==> src/rtl/priority_encoder_reg_pkg.sv <==
// Shared types and helpers for the registered priority encoder.
// Prio mode selects lowest-index-first or rotating priority.
package priority_encoder_reg_pkg;

   typedef enum logic {PRIO_FIXED, PRIO_ROUND_ROBIN} prio_mode_e;

   // Number of index bits needed to address n request lines.
   function automatic int unsigned clog2_index(input int unsigned n);
      int unsigned r;
      r = 0;
      while ((32'd1 << r) < n) begin
         r = r + 1;
      end
      return r;
   endfunction

endpackage

==> src/rtl/priority_encoder_reg_pick.sv <==
// Combinational lowest-set-bit finder over a 2**WIDTH vector.
// found_o is low (and index_o zero) when the vector is empty.
module priority_pick
   import priority_encoder_reg_pkg::*;
#(
   parameter int unsigned WIDTH = 3
) (
   input  logic [(2**WIDTH)-1:0] vec_i,
   output logic                  found_o,
   output logic [WIDTH-1:0]      index_o
);

   localparam int unsigned N = 2**WIDTH;

   // Scanning high to low lets the lowest set bit overwrite last.
   always_comb begin
      found_o = 1'b0;
      index_o = '0;
      for (int i = N - 1; i >= 0; i--) begin
         if (vec_i[i]) begin
            found_o = 1'b1;
            index_o = WIDTH'(i);
         end
      end
   end

endmodule

==> src/rtl/priority_encoder_reg.sv <==
// Registered N-to-log2(N) priority encoder with sticky request capture,
// fixed or round-robin selection, and a valid/ack output handshake.
module priority_encoder_reg
   import priority_encoder_reg_pkg::*;
#(
   parameter int unsigned WIDTH       = 3,
   parameter int unsigned ROUND_ROBIN = 0
) (
   input  logic                  clk,
   input  logic                  rst_n,
   input  logic [(2**WIDTH)-1:0] req_in,
   input  logic [(2**WIDTH)-1:0] mask_in,
   input  logic                  clear_in,
   input  logic                  ack_in,
   output logic                  out_valid,
   output logic [WIDTH-1:0]      out_index,
   output logic [(2**WIDTH)-1:0] out_onehot,
   output logic                  pending_any
);

   localparam int unsigned N    = 2**WIDTH;
   localparam int unsigned IdxW = clog2_index(N);
   localparam prio_mode_e  Mode = (ROUND_ROBIN != 0) ? PRIO_ROUND_ROBIN : PRIO_FIXED;

   logic [N-1:0]    pending_q, pending_d;
   logic [N-1:0]    onehot_q, onehot_d;
   logic            valid_q, valid_d;
   logic [IdxW-1:0] index_q, index_d;
   logic [IdxW-1:0] rr_last_q, rr_last_d;

   logic            ack_acc;
   logic            load;
   logic [N-1:0]    clr_bit;
   logic [N-1:0]    elig;
   logic [IdxW-1:0] ptr;
   logic [IdxW-1:0] shift;
   logic [2*N-1:0]  elig_dbl;
   logic [N-1:0]    elig_rot;
   logic            pick_found;
   logic [IdxW-1:0] pick_idx;
   logic [IdxW-1:0] winner;

   always_comb begin
      ack_acc  = valid_q & ack_in;
      clr_bit  = ack_acc ? onehot_q : '0;
      elig     = pending_q & ~mask_in & ~clr_bit;
      // On an accepted ack the pointer is already moving to out_index, so the
      // same-cycle search starts after the line being retired.
      ptr      = ack_acc ? index_q : rr_last_q;
      shift    = (Mode == PRIO_ROUND_ROBIN) ? ptr + IdxW'(1) : '0;
      elig_dbl = {elig, elig} >> shift;
      elig_rot = elig_dbl[N-1:0];
      winner   = pick_idx + shift;
   end

   priority_pick #(
      .WIDTH (IdxW)
   ) u_pick (
      .vec_i   (elig_rot),
      .found_o (pick_found),
      .index_o (pick_idx)
   );

   always_comb begin
      load      = ~valid_q | ack_in;
      pending_d = (pending_q & ~clr_bit) | req_in;
      valid_d   = valid_q;
      index_d   = index_q;
      onehot_d  = onehot_q;
      rr_last_d = rr_last_q;
      if (clear_in) begin
         pending_d = '0;
         valid_d   = 1'b0;
         onehot_d  = '0;
      end else begin
         if (load) begin
            valid_d  = pick_found;
            onehot_d = '0;
            if (pick_found) begin
               index_d          = winner;
               onehot_d[winner] = 1'b1;
            end
         end
         if (ack_acc && (Mode == PRIO_ROUND_ROBIN)) begin
            rr_last_d = index_q;
         end
      end
   end

   always_ff @(posedge clk or negedge rst_n) begin
      if (!rst_n) begin
         pending_q <= '0;
         onehot_q  <= '0;
         valid_q   <= 1'b0;
         index_q   <= '0;
         rr_last_q <= '1;
      end else begin
         pending_q <= pending_d;
         onehot_q  <= onehot_d;
         valid_q   <= valid_d;
         index_q   <= index_d;
         rr_last_q <= rr_last_d;
      end
   end

   assign out_valid   = valid_q;
   assign out_index   = index_q;
   assign out_onehot  = onehot_q;
   assign pending_any = |pending_q;

endmodule

==> config.mk <==
export PLATFORM = sky130hd
export DESIGN_NAME = priority_encoder_reg
export DESIGN_NICKNAME = d
export VERILOG_FILES = /design/src/rtl/priority_encoder_reg_pkg.sv /design/src/rtl/priority_encoder_reg_pick.sv /design/src/rtl/priority_encoder_reg.sv
export SDC_FILE = /design/constraint.sdc
export NUM_CORES = 1
export LEC_CHECK = 0
export CAP_MARGIN = 20
export CORE_MARGIN = 1
export CORE_UTILIZATION = 45
export DETAILED_ROUTE_END_ITERATION = 8
export PLACE_DENSITY = 0.76
export SLEW_MARGIN = 30
export SYNTH_ARGS = -nofsm -noshare
export SYNTH_HDL_FRONTEND = slang
export SYNTH_HIERARCHICAL = 1
export SYNTH_SLANG_ARGS = --single-unit
==> constraint.sdc <==
create_clock -name clk -period 2.8 [get_ports clk]
set_clock_uncertainty 0.2 [all_clocks]
set_input_delay 0.42 -clock clk [delete_from_list [all_inputs] [get_ports clk]]
set_output_delay 0.42 -clock clk [all_outputs]
set_load 0.03 [all_outputs]
==> run metrics <==
Initial DRC Count 43; worst reg2reg path depth 8; mux share of post-synthesis cell area under 10%; power share of the combinational group roughly 28%; # diodes 0; DRC Markers 0; Hold WC Path Type flop to flop; Inserted Clock Buffers 3; total negative slack 0 ns; Core Area roughly 0.002 mm2; final WL 2510 um; hold_sp out_index[2]; adder-cell share of the synthesized area 0%; Via density 5.49; syn_nets 121; I/O Pins 33; htree depth 1; power per cell area roughly 570 mW/mm2; I/O Buffers 32; worst r2r dst out_index[0]; most frequent cells in the layout 31 x clkdlybuf4s50_1, 20 x dfrtp_1, 19 x nor2_1; fin crit period roughly 2.4 ns; WL met3 about 100 um; hpwl dp between 1500 and 2000 um; share of layout cells above drive strength 1 13.6%; relative slew slack 71.2%; utilization after layout roughly 70%; Sequential Power Share 41.9%; Vias ~920; drt first pass iters 4; CP Class input pin to flop; final count of pins violating max slew 0; Core Rows 16; Max clock buf depth 2; Worst-path clk slew around 0.12 ns; Synth area leaders dfrtp_1 49%, nor2_1 7.0%, a21oi_1 4.4%; WL/cell 15.0 um; largest family of logic cells by synthesized area simple AND/OR/NAND/NOR gates; Storage cell area roughly 500 um2; Pint 575 uW; XOR/XNOR Fraction of Synth Area 0%; final setup fails 0; Yosys reg bits 20; setup slack, reg-to-reg between 0.5 and 0.6 ns; vias in the first global route between 800 and 900; pre-CTS WS ~0.062 ns; total power after layout ~810 uW; Detail Route Antenna Nets 0; Final #Nets 161; GP Congestion 0.814; Synth async-reset ratio between 90% and 100%; depth of the worst hold-timing path 1; multi-input logic area ~480 um2; clock share of power between 20 and 30%; Die Span Y between 40 and 50 um; Crit path required time between 2 and 3 ns; Root Buffer clkbuf_4; Final Hold Viols 0; CP startpoint kind input pin; GRT overflow 0; number of fill cells ~180; worst-margin pin slew approximately 0.43 ns; Post-Synthesis Cells 101; first-pass GRT wire length about 4100 um; largest net degree at the start of global routing 21; worst hold endpoint out_index[2]; die span in x between 40 and 50 um; top-area cell type share of the netlist area between 40% and 50%; max frequency 0.409 GHz; register area share after synthesis between 40% and 50%; largest area contributor in the netlist dfrtp_1; Peak supply drop roughly 0.45 mV; syn_area_per_cell 10.0 um2; RSZ-0062 raised after global routing no; switching portion of total power between 20% and 30%; leakage power between 0.0006 and 0.0007 uW; compound-cell area share of the yosys netlist roughly 15%; Worst Setup End Kind flop; CTS sink cnt 20; Setup WS post-layout ~0.35 ns; uppermost routed layer met4; synth unique cells 24; Simple-Gate Fraction of Synth Area 27.9%; met1 WL 1100 um; CTS tree built; Area Growth Syn to Fin 41.3%; P_sw between 200 and 250 uW; Starting Density between 40% and 50%; Post-CTS Setup Repair Bufs 0; initial antenna violation count 0; latest clock arrival within the worst-skew pair roughly 0.30 ns; worst path arrival time ~2.5 ns; max-cap viol count 0; Post-synth EDFFs 0; area of the die ~0.0024 mm2; commonest non-fill, non-tap cell in the layout clkdlybuf4s50_1; critical-path maximum fanout 9; Final Cycle Share between 80 and 90%; worst reg2reg path startpoint out_valid; Total Routing Usage GR a little under a quarter; met2 routed WL around 1300 um; Yosys warning count 6; Post-synth top flop dfrtp_1; Mapped Area a little over 0.001 mm2; status completed
-- synth_stat cells, types with 2 or more instances --
library cell  number
dfrtp_1           20
nor2_1            19
nand2_1           11
inv_1              2
a32o_1             4
buf_6              2
a22o_1             4
a21oi_1            9
nor4_1             3
mux2_4             3
nand3_1            8
nor2b_1            4
-- cell type report --
cell class | count | share of cell area (%)
Multi-Input combinational cell | 76 | 33.2
Inverter | 2 | 0.524
Timing Repair Buffer | 38 | 25.3
Clock buffer | 3 | 1.57
Sequential cell | 20 | 34.9
Clock inverter | 1 | 2.09
Tap cell | 27 | 2.36
-- registers in the layout, summed over array words and instances, names as in the netlist --
name and flops:
out_valid 1, out_index 3, out_onehot 8, pending_q 8
-- what timing repair did --
item	in CTS	in global routing
hold buffers	0	1
resized for setup	0	0
endpoints found under the hold margin	0	20
-- routing by layer --
layer	track usage (%)	vias up
met1	30.6	440
met2	37.0	36
met5	0	-
met4	7.14	0
li1	-	437
met3	3.70	4
-- worst max path at each step --
stage,from,endpoint,slack [ns]
after detailed placement,ack_in,out_index[0],0.06
after floorplan,out_valid,out_onehot[6],0.55
after CTS,pending_q[2],pending_any,0.39
after global placement,ack_in,out_index[0],0.18
after global routing,ack_in,out_index[0],0.19
final,ack_in,out_index[0],0.35
-- worst max-delay path, stage by stage --
cell and delay, ns:
clkdlybuf4s50_1 0.64, nand3_1 0.15, nand2_1 0.10, nor2_1 0.07, nor4_1 0.41, nand2_1 0.16, nand2b_4 0.13, nor2_4 0.07
mux2_4 0.30
-- per-stage QoR --
| step | area (um2) | hold WS (ns) | cells |
|---|---|---|---|
| after floorplan | 1010 | -0.0756 | 101 |
| after global placement | 1380 | 0.303 | 162 |
| after detailed placement | 1380 | 0.317 | 162 |
| after CTS | 1430 | 0.346 | 166 |
| after global routing | 1430 | 0.354 | 167 |
| final | 1430 | 0.350 | 167 |
-- cell families (layout without fill, tap and decap cells) --
group	count (synthesis)	after routing
simple gates	52	52
compound gates	21	21
flops	20	20
buf+inv	5	44
mux	3	3
-- power by group through the flow --
stage                     combinational (uW)  clock, uW  sequential, uW
after global routing                     248        251             345
after detailed placement                 231          0             346
after floorplan                         98.0          0             378
after global placement                   225          0             344
final                                    233        241             342
after CTS                                232        243             341
No activity file was read; power rests on OpenSTA's default activity.
